$ cat src/rtl/hyperbus_cfg_shadow_regs.sv
// hyperbus_cfg_shadow_regs
//   Double-buffered HyperBus configuration register file. Register-bus writes
//   land in a shadow copy and never stall. A small commit FSM copies the shadow
//   into the active copy only while no HyperBus transfer is in flight, and only
//   if the chip address ranges are well formed and non-overlapping.
//
// Ports
//   clk_i          : clock
//   rst_i          : asynchronous, active-high reset
//   reg_req_i      : register request (addr, write, wdata, wstrb, valid)
//   reg_rsp_o      : register response, combinational, ready always 1
//   cfg_o          : active configuration towards the PHYs
//   chip_rules_o   : active chip address rules towards the address decoder
//   trans_active_i : a HyperBus transfer is in progress
//   cfg_update_o   : one-cycle pulse when the active copy changes

package hyperbus_pkg;

  typedef struct packed {
    logic       polarity;
    logic [1:0] cycle_idx;
  } rwds_sample_t;

  typedef struct packed {
    logic [3:0]   t_latency_access;
    logic         en_latency_additional;
    logic [15:0]  t_burst_max;
    logic [3:0]   t_read_write_recovery;
    logic [3:0]   t_rx_clk_delay;
    logic [3:0]   t_tx_clk_delay;
    logic [4:0]   address_mask_msb;
    logic         address_space;
    logic         phys_in_use;
    logic         which_phy;
    logic [3:0]   t_csh_cycles;
    rwds_sample_t rwds_sample;
  } hyper_cfg_t;

  typedef struct packed {
    logic [31:0] addr;
    logic        write;
    logic [31:0] wdata;
    logic [3:0]  wstrb;
    logic        valid;
  } reg_req_t;

  typedef struct packed {
    logic [31:0] rdata;
    logic        error;
    logic        ready;
  } reg_rsp_t;

  typedef struct packed {
    logic [31:0] idx;
    logic [31:0] start_addr;
    logic [31:0] end_addr;
  } rule_t;

endpackage

module hyperbus_cfg_shadow_regs #(
  parameter int unsigned NumChips     = 2,
  parameter int unsigned NumPhys      = 2,
  parameter int unsigned RegAddrWidth = 32,
  parameter int unsigned RegDataWidth = 32,
  parameter type reg_req_t = hyperbus_pkg::reg_req_t,
  parameter type reg_rsp_t = hyperbus_pkg::reg_rsp_t,
  parameter type rule_t    = hyperbus_pkg::rule_t,
  parameter logic [RegDataWidth-1:0] RstChipBase  = 'h0,
  parameter logic [RegDataWidth-1:0] RstChipSpace = 'h0400_0000,
  parameter bit          AutoCommit   = 1'b0,
  parameter int unsigned MinFreqMhz   = 10
) (
  input  logic                     clk_i,
  input  logic                     rst_i,
  input  reg_req_t                 reg_req_i,
  output reg_rsp_t                 reg_rsp_o,
  output hyperbus_pkg::hyper_cfg_t cfg_o,
  output rule_t                    chip_rules_o [NumChips],
  input  logic                     trans_active_i,
  output logic                     cfg_update_o
);

  localparam int unsigned NumCfg      = 12;
  localparam int unsigned NumRegs     = 13 + 2 * NumChips;
  localparam int unsigned IdxBits     = $clog2(NumRegs);
  localparam int unsigned StrbWidth   = RegDataWidth / 8;
  localparam int unsigned AddrLsb     = $clog2(StrbWidth);
  localparam int unsigned ChipIdxBits = (NumChips > 1) ? $clog2(NumChips) : 1;

  typedef logic [RegDataWidth-1:0] word_t;
  typedef enum logic [1:0] {IDLE, PEND, CHECK} state_e;

  function automatic word_t cfg_rst(input logic [3:0] sel);
    case (sel)
      4'd0, 4'd3: return word_t'(6);
      4'd2:       return word_t'(MinFreqMhz * 35 / 10);
      4'd6:       return word_t'(25);
      4'd8, 4'd9: return word_t'(NumPhys - 1);
      4'd10:      return word_t'(1);
      4'd11:      return word_t'(2);
      default:    return '0;
    endcase
  endfunction

  // Bits each cfg field actually owns; phy selection collapses to nothing
  // on single-PHY builds so those fields always read back as zero.
  function automatic word_t cfg_mask(input logic [3:0] sel);
    int unsigned w;
    case (sel)
      4'd0, 4'd3, 4'd4, 4'd5, 4'd10: w = 4;
      4'd2:       w = 16;
      4'd6:       w = 5;
      4'd11:      w = 3;
      4'd1, 4'd7: w = 1;
      4'd8, 4'd9: w = (NumPhys > 1) ? 1 : 0;
      default:    w = 0;
    endcase
    return word_t'((64'd1 << w) - 64'd1);
  endfunction

  state_e state_q, state_d;
  word_t  cfg_shadow_q   [NumCfg];
  word_t  cfg_active_q   [NumCfg];
  word_t  start_shadow_q [NumChips];
  word_t  end_shadow_q   [NumChips];
  word_t  start_active_q [NumChips];
  word_t  end_active_q   [NumChips];
  logic   dirty_q, err_q, lock_q, update_q;
  logic [7:0] cnt_q;

  logic [RegAddrWidth-1:0] addr;
  logic [IdxBits-1:0]      idx, chip_off;
  logic [3:0]              cfg_sel;
  logic [ChipIdxBits-1:0]  chip_sel;
  logic is_cfg, is_ctrl, is_chip, mapped, chip_is_end;
  logic wr_req, reg_wr, shadow_wr, ctrl_wr, commit_wr, commit_go, err_clr, lock_set;
  logic ranges_ok, check_pass, check_fail;
  word_t wdata, strb_mask, rd_word;

  assign addr     = reg_req_i.addr;
  assign idx      = addr[AddrLsb +: IdxBits];
  assign chip_off = idx - IdxBits'(13);
  assign cfg_sel  = idx[3:0];
  assign chip_sel = chip_off[ChipIdxBits:1];
  assign wdata    = reg_req_i.wdata;

  always_comb begin
    is_cfg      = idx < IdxBits'(NumCfg);
    is_ctrl     = idx == IdxBits'(12);
    is_chip     = (idx > IdxBits'(12)) && (idx < IdxBits'(NumRegs));
    mapped      = is_cfg || is_ctrl || is_chip;
    chip_is_end = chip_off[0];
    wr_req      = reg_req_i.valid && reg_req_i.write;
    reg_wr      = wr_req && (is_cfg || is_chip);
    shadow_wr   = reg_wr && !lock_q && (|reg_req_i.wstrb);
    ctrl_wr     = wr_req && is_ctrl && reg_req_i.wstrb[0];
    commit_wr   = ctrl_wr && wdata[0];
    commit_go   = commit_wr && !lock_q;
    err_clr     = ctrl_wr && wdata[2];
    lock_set    = ctrl_wr && wdata[3];
    strb_mask   = '0;
    for (int b = 0; b < StrbWidth; b++) begin
      strb_mask[8*b +: 8] = {8{reg_req_i.wstrb[b]}};
    end
  end

  // Reads always see the shadow copy; CTRL reflects live status.
  always_comb begin
    rd_word = '0;
    if (is_cfg) begin
      rd_word = cfg_shadow_q[cfg_sel];
    end else if (is_ctrl) begin
      rd_word = word_t'({cnt_q, 3'b000, state_q == PEND, lock_q, err_q, dirty_q, 1'b0});
    end else if (is_chip) begin
      rd_word = chip_is_end ? end_shadow_q[chip_sel] : start_shadow_q[chip_sel];
    end
    reg_rsp_o       = '0;
    reg_rsp_o.ready = 1'b1;
    if (reg_req_i.valid) begin
      reg_rsp_o.rdata = mapped ? rd_word : '0;
      reg_rsp_o.error = !mapped || (reg_wr && lock_q) || (commit_wr && lock_q);
    end
  end

  // End addresses are exclusive, so two ranges overlap iff each starts
  // before the other ends.
  always_comb begin
    ranges_ok = 1'b1;
    for (int i = 0; i < NumChips; i++) begin
      if (!(start_shadow_q[i] < end_shadow_q[i])) ranges_ok = 1'b0;
      for (int j = i + 1; j < NumChips; j++) begin
        if ((start_shadow_q[i] < end_shadow_q[j]) && (start_shadow_q[j] < end_shadow_q[i])) begin
          ranges_ok = 1'b0;
        end
      end
    end
    check_pass = (state_q == CHECK) && ranges_ok;
    check_fail = (state_q == CHECK) && !ranges_ok;
  end

  always_comb begin
    state_d = state_q;
    unique case (state_q)
      IDLE:    if (commit_go || (AutoCommit && dirty_q)) state_d = PEND;
      PEND:    if (!trans_active_i) state_d = CHECK;
      CHECK:   state_d = IDLE;
      default: state_d = IDLE;
    endcase
  end

  always_ff @(posedge clk_i or posedge rst_i) begin
    if (rst_i) state_q <= IDLE;
    else       state_q <= state_d;
  end

  always_ff @(posedge clk_i or posedge rst_i) begin
    if (rst_i) begin
      for (int i = 0; i < NumCfg; i++) cfg_shadow_q[i] <= cfg_rst(4'(i));
      for (int i = 0; i < NumChips; i++) begin
        start_shadow_q[i] <= RstChipBase + word_t'(i) * RstChipSpace;
        end_shadow_q[i]   <= RstChipBase + word_t'(i + 1) * RstChipSpace;
      end
    end else if (shadow_wr) begin
      if (is_cfg) begin
        cfg_shadow_q[cfg_sel] <= ((cfg_shadow_q[cfg_sel] & ~strb_mask) | (wdata & strb_mask))
                                 & cfg_mask(cfg_sel);
      end else if (chip_is_end) begin
        end_shadow_q[chip_sel] <= (end_shadow_q[chip_sel] & ~strb_mask) | (wdata & strb_mask);
      end else begin
        start_shadow_q[chip_sel] <= (start_shadow_q[chip_sel] & ~strb_mask) | (wdata & strb_mask);
      end
    end
  end

  // The copy uses the shadow as it stood entering CHECK; a write landing in
  // the same cycle is left for the next commit.
  always_ff @(posedge clk_i or posedge rst_i) begin
    if (rst_i) begin
      for (int i = 0; i < NumCfg; i++) cfg_active_q[i] <= cfg_rst(4'(i));
      for (int i = 0; i < NumChips; i++) begin
        start_active_q[i] <= RstChipBase + word_t'(i) * RstChipSpace;
        end_active_q[i]   <= RstChipBase + word_t'(i + 1) * RstChipSpace;
      end
    end else if (check_pass) begin
      cfg_active_q   <= cfg_shadow_q;
      start_active_q <= start_shadow_q;
      end_active_q   <= end_shadow_q;
    end
  end

  // A new shadow write keeps dirty set even if a commit finishes this cycle;
  // a failing check sets commit_err regardless of a simultaneous clear.
  always_ff @(posedge clk_i or posedge rst_i) begin
    if (rst_i) begin
      dirty_q  <= 1'b0;
      err_q    <= 1'b0;
      lock_q   <= 1'b0;
      update_q <= 1'b0;
      cnt_q    <= '0;
    end else begin
      if (shadow_wr)       dirty_q <= 1'b1;
      else if (check_pass) dirty_q <= 1'b0;
      if (check_fail)      err_q <= 1'b1;
      else if (err_clr)    err_q <= 1'b0;
      if (lock_set)        lock_q <= 1'b1;
      update_q <= check_pass;
      if (check_pass)      cnt_q <= cnt_q + 8'd1;
    end
  end

  assign cfg_update_o = update_q;

  always_comb begin
    cfg_o                       = '0;
    cfg_o.t_latency_access      = cfg_active_q[0][3:0];
    cfg_o.en_latency_additional = cfg_active_q[1][0];
    cfg_o.t_burst_max           = cfg_active_q[2][15:0];
    cfg_o.t_read_write_recovery = cfg_active_q[3][3:0];
    cfg_o.t_rx_clk_delay        = cfg_active_q[4][3:0];
    cfg_o.t_tx_clk_delay        = cfg_active_q[5][3:0];
    cfg_o.address_mask_msb      = cfg_active_q[6][4:0];
    cfg_o.address_space         = cfg_active_q[7][0];
    cfg_o.phys_in_use           = cfg_active_q[8][0];
    cfg_o.which_phy             = cfg_active_q[9][0];
    cfg_o.t_csh_cycles          = cfg_active_q[10][3:0];
    cfg_o.rwds_sample           = cfg_active_q[11][2:0];
  end

  always_comb begin
    for (int i = 0; i < NumChips; i++) begin
      chip_rules_o[i]            = '0;
      chip_rules_o[i].idx        = 32'(i);
      chip_rules_o[i].start_addr = start_active_q[i];
      chip_rules_o[i].end_addr   = end_active_q[i];
    end
  end

endmodule

$ cat config.mk
export PLATFORM = sky130hd
export DESIGN_NAME = hyperbus_cfg_shadow_regs
export DESIGN_NICKNAME = d
export VERILOG_FILES = /design/src/rtl/hyperbus_cfg_shadow_regs.sv
export SDC_FILE = /design/constraint.sdc
export NUM_CORES = 2
export LEC_CHECK = 0
export BUFFER_PORTS_ARGS = -buffer_cell sky130_fd_sc_hd__clkbuf_2
export CORE_MARGIN = 1
export CORE_UTILIZATION = 30
export DETAILED_ROUTE_END_ITERATION = 6
export SETUP_SLACK_MARGIN = 0.05
export SKIP_LAST_GASP = 1
export SYNTH_ARGS = -nofsm -noshare
export SYNTH_HDL_FRONTEND = slang
export SYNTH_SLANG_ARGS = --single-unit
$ cat constraint.sdc
create_clock -name clk_i -period 54.9 [get_ports clk_i]
set_input_delay 5.49 -clock clk_i [delete_from_list [all_inputs] [get_ports clk_i]]
set_output_delay 5.49 -clock clk_i [all_outputs]
set_load 0.02 [all_outputs]
==> implementation parameters <==
Parameter                              Value

Timing
  Period utilization    26.7%
  Setup TNS after final layout    0 ns
  Worst-case headroom to the max-slew limit    11.4%
  Setup repair after global routing missed its margin    no
  Count of final setup violators    0
  Slew at the pin closest to its max-slew limit    1.30 ns
  Number of hold violations in the final report    0
  Peak clock frequency supported by timing    68.1 MHz
  Final count of pins violating max slew    0
  Period minus WS final    14.68 ns
  Largest clock skew in the final design    0.0209 ns

Place
  Count of buffers inserted at the top-level ports    255
  Detailed placement HPWL    66.0 mm
  RePlAce Congestion    0.857
  Cell area after placement    36700 µm²

CTS
  CTS tree    done
  Hold-fix buffers, CTS    0
  Library cell used as clock root buffer    sky130_fd_sc_hd__clkbuf_16
  Post_cts resized    0
  Sink count of the clock tree    702
  Number of buffers created by CTS    75
  Number of buffers inserted by post-CTS setup repair    0
  Maximum buffer depth of the clock tree    3
  Insertion delay to the later sink of the worst-skew pair    0.65 ns
  Htree depth    3
  Register clock-pin slew on the reported worst setup and hold paths    0.06 ns

Outcome
  Result of the run    finished, violations left
  Violated checks    DRC

Run
  Reported max-cap violation count    0

Drt
  Average wire length per cell after detail routing    21.9 µm
  Routed met1 length    43.4 mm
  Detailed-routed wire length on met2    44.5 mm
  Routed length on met3    5.38 mm
  Total via count after detailed routing    21665
  DR DRC count    16
  Number of DRC markers after the initial detailed-route iteration    1632
  Number of detailed-routing iterations run before antenna repair    7
  Highest routed metal layer    met5
  Total wire length after detailed routing    95.6 mm
  Via/cell ratio    4.97
  Post-detailed-route count of antenna-violating nets    0

Yosys
  Portion of the post-synthesis area used by sequential elements    51.7%
  Primary FF master, synth    sky130_fd_sc_hd__dfrtp_1
  Number of distinct library cells after synthesis    57
  Synth top area cells    sky130_fd_sc_hd__dfrtp_1 (49%), sky130_fd_sc_hd__mux2_2 (15%), sky130_fd_sc_hd__mux4_2 (8.5%)
  Largest area contributor in the synthesized netlist    sky130_fd_sc_hd__dfrtp_1
  Leading cell type by number of instances after synthesis    sky130_fd_sc_hd__dfrtp_1
  Post-synthesis compound-gate area fraction    4.97%
  Combinational family with the most area after synthesis    multiplexers
  Number of warning messages in the yosys log    0
  Cell area after synthesis    34000 µm²
  Adder-Cell Fraction of Synth Area    4.89%
  Post-Synth XOR/XNOR Area    0.283%
  Mapped Cells    2569
  Portion of synthesized cell area occupied by the leading cell type    49.1%
  Most frequent cells after synthesis    sky130_fd_sc_hd__dfrtp_1 (668), sky130_fd_sc_hd__mux2_2 (453), sky130_fd_sc_hd__nand2_1 (186), sky130_fd_sc_hd__ha_1 (133), sky130_fd_sc_hd__o21ai_0 (132)
  Number of synthesized flops with an enable pin    0
  Fraction of synthesis flops using an asynchronous set or reset pin    100%
  Yosys reg bits    702
  Synth Area in Simple Gates    6.61%
  Post-Syn Area per Cell    13.2 µm²
  Share of cell area taken by muxes after synthesis    27.4%

Finish
  Post-route cell area    39300 µm²
  Footprint of the multi-input gates    15300 µm²
  Post-layout util    34.9%
  Area of all sequential standard cells    17600 µm²
  Final #Nets    3005
  Number of fill cells in the layout    10957
  Layout cells sized above 1    38.3%
  Area added between synthesis and finish    15.4%

Global route
  Antenna violations before repair    6
  Via count of the first global-routing pass    21987
  Total overflow reported by the global router    0
  Largest net degree at the start of global routing    165
  Wire length of the first global-routing pass    145 mm
  All-layer global routing usage    16.7%

Worst setup path
  Required time of the worst setup path    49.41 ns
  Path type of the worst setup path    input pin to primary output
  CP Max Fanout    64
  Critical path launch point type    input pin
  Critical path endpoint category    primary output
  Worst path arrival time    9.19 ns

Floorplan
  Chip width    339 µm
  Floorplan core area    112000 µm²
  Effective utilization at floorplan    30.3%
  I/O Pins    348
  Area of the die    115000 µm²
  Die extent in y    339 µm
  Number of rows in the core area    123

Pwr
  Proportion of power drawn by the clock network    41.0%
  Cell internal pwr    0.934 mW
  Worst-case vdd ir drop    0.0000212 V
  Power share of the combinational group    14.8%
  Part of the power in registers    44.2%
  Power Total    1.30 mW
  Leak Pwr    19.2 nW
  Fraction of power spent switching nets    27.9%
  Cell Pwr Density    33.0 nW/µm²
  Switch Pwr    0.361 mW

Hold path
  Class of the tightest hold or removal check    flip-flop to flip-flop
## cells in the final DEF (no fill, tap or decap), types with 4 or more instances in the layout
cell / count
sky130_fd_sc_hd__a211oi_1: 7
sky130_fd_sc_hd__a21o_1: 11
sky130_fd_sc_hd__a21oi_1: 55
sky130_fd_sc_hd__a222oi_1: 12
sky130_fd_sc_hd__a22oi_1: 22
sky130_fd_sc_hd__and2_1: 52
sky130_fd_sc_hd__buf_4: 38
sky130_fd_sc_hd__bufinv_16: 8
sky130_fd_sc_hd__clkbuf_1: 15
sky130_fd_sc_hd__clkbuf_16: 75
sky130_fd_sc_hd__clkbuf_2: 253
sky130_fd_sc_hd__clkbuf_8: 19
sky130_fd_sc_hd__clkinv_2: 9
sky130_fd_sc_hd__conb_1: 65
sky130_fd_sc_hd__dfrtp_1: 668
sky130_fd_sc_hd__dfstp_2: 34
sky130_fd_sc_hd__ha_1: 132
sky130_fd_sc_hd__inv_1: 75
sky130_fd_sc_hd__inv_6: 6
sky130_fd_sc_hd__mux2_2: 453
sky130_fd_sc_hd__mux2_4: 52
sky130_fd_sc_hd__mux2i_1: 57
sky130_fd_sc_hd__mux4_2: 128
sky130_fd_sc_hd__nand2_1: 186
sky130_fd_sc_hd__nand2b_1: 9
sky130_fd_sc_hd__nand3_1: 17
sky130_fd_sc_hd__nand4_1: 24
sky130_fd_sc_hd__nor2_1: 79
sky130_fd_sc_hd__nor2b_1: 62
sky130_fd_sc_hd__nor3_1: 16
sky130_fd_sc_hd__nor3b_1: 4
sky130_fd_sc_hd__nor4_1: 6
sky130_fd_sc_hd__o21a_1: 4
sky130_fd_sc_hd__o21ai_0: 132
sky130_fd_sc_hd__o31ai_1: 13
sky130_fd_sc_hd__xnor2_1: 8
## metrics by stage
| stage | hold WS, ns | std cells | setup WS [ns] |
|---|---|---|---|
| after floorplan | 0.442 | 2632 | 29.78 |
| after global placement | 0.457 | 4222 | 40.10 |
| after detailed placement | 0.466 | 4222 | 40.16 |
| after CTS | 0.477 | 4357 | 40.14 |
| after global routing | 0.493 | 4358 | 39.83 |
| final | 0.475 | 4360 | 40.22 |
## critical path, cell delays in order
cell	delay, ns
sky130_fd_sc_hd__clkbuf_8	0.57
sky130_fd_sc_hd__buf_4	0.75
sky130_fd_sc_hd__mux4_2	0.38
sky130_fd_sc_hd__mux2i_1	0.10
sky130_fd_sc_hd__o21ai_0	0.92
sky130_fd_sc_hd__a222oi_1	0.30
sky130_fd_sc_hd__nor2_1	0.33
sky130_fd_sc_hd__clkbuf_2	0.25
## cell families after synthesis
group,after synthesis
adders and majority gates,133
and+or+nand+nor,471
buffers and inverters,280
muxes,690
DFF,702
xor gates and xnor gates,11
other,2
AOI/OAI and AO/OA,280
## power groups by stage
stage / clock, mW / combinational, mW / sequential [mW]
final: 0.531 / 0.191 / 0.573
after global routing: 0.562 / 0.210 / 0.576
after CTS: 0.543 / 0.192 / 0.572
after detailed placement: 0 / 0.191 / 0.582
after global placement: 0 / 0.188 / 0.581
after floorplan: 0 / 0.132 / 0.571
## area by class of cell
cell class              count  share of cell area (%)
diodes                      3                  0.0191
clock buffers             108                    5.55
repair buffers            293                    4.04
multi-input cells        1650                    39.0
clock inverters            27                   0.978
inverters                  77                   0.755
well taps                1500                    4.78
flip-flops and latches    702                    44.8
## per-layer routing
| metal | global-route usage [%] | vias up |
|---|---|---|
| met5 | 0 | - |
| li1 | - | 9616 |
| met3 | 2.84 | 140 |
| met1 | 23.2 | 11293 |
| met2 | 26.4 | 612 |
| met4 | 5.16 | 4 |
## state kept, by name (all words and copies together) (netlist names)
| register | count |
|---|---|
| cfg_shadow_q | 384 |
| chip_rules_o | 128 |
| end_shadow_q | 64 |
| start_shadow_q | 64 |
| cfg_o | 48 |
| cnt_q | 8 |
| state_q | 2 |
| cfg_update_o | 1 |
| dirty_q | 1 |
| err_q | 1 |
| lock_q | 1 |
## worst paths after layout
path	end	cells after the start	start	slack, ns
setup / recovery	reg_rsp_o[4]	8	reg_req_i[40]	40.22
hold / removal	chip_rules_o[2]	2	chip_rules_o[2]	0.47
setup reg to reg	chip_rules_o[61]	10	end_shadow_q[27]	49.23
hold reg to reg	chip_rules_o[2]	2	chip_rules_o[2]	0.47
max in group asynchronous	cfg_shadow_q[315]	6	rst_i	45.61
min in group asynchronous	cfg_o[43]	2	rst_i	5.02
No activity file was read; power rests on OpenSTA's default activity.
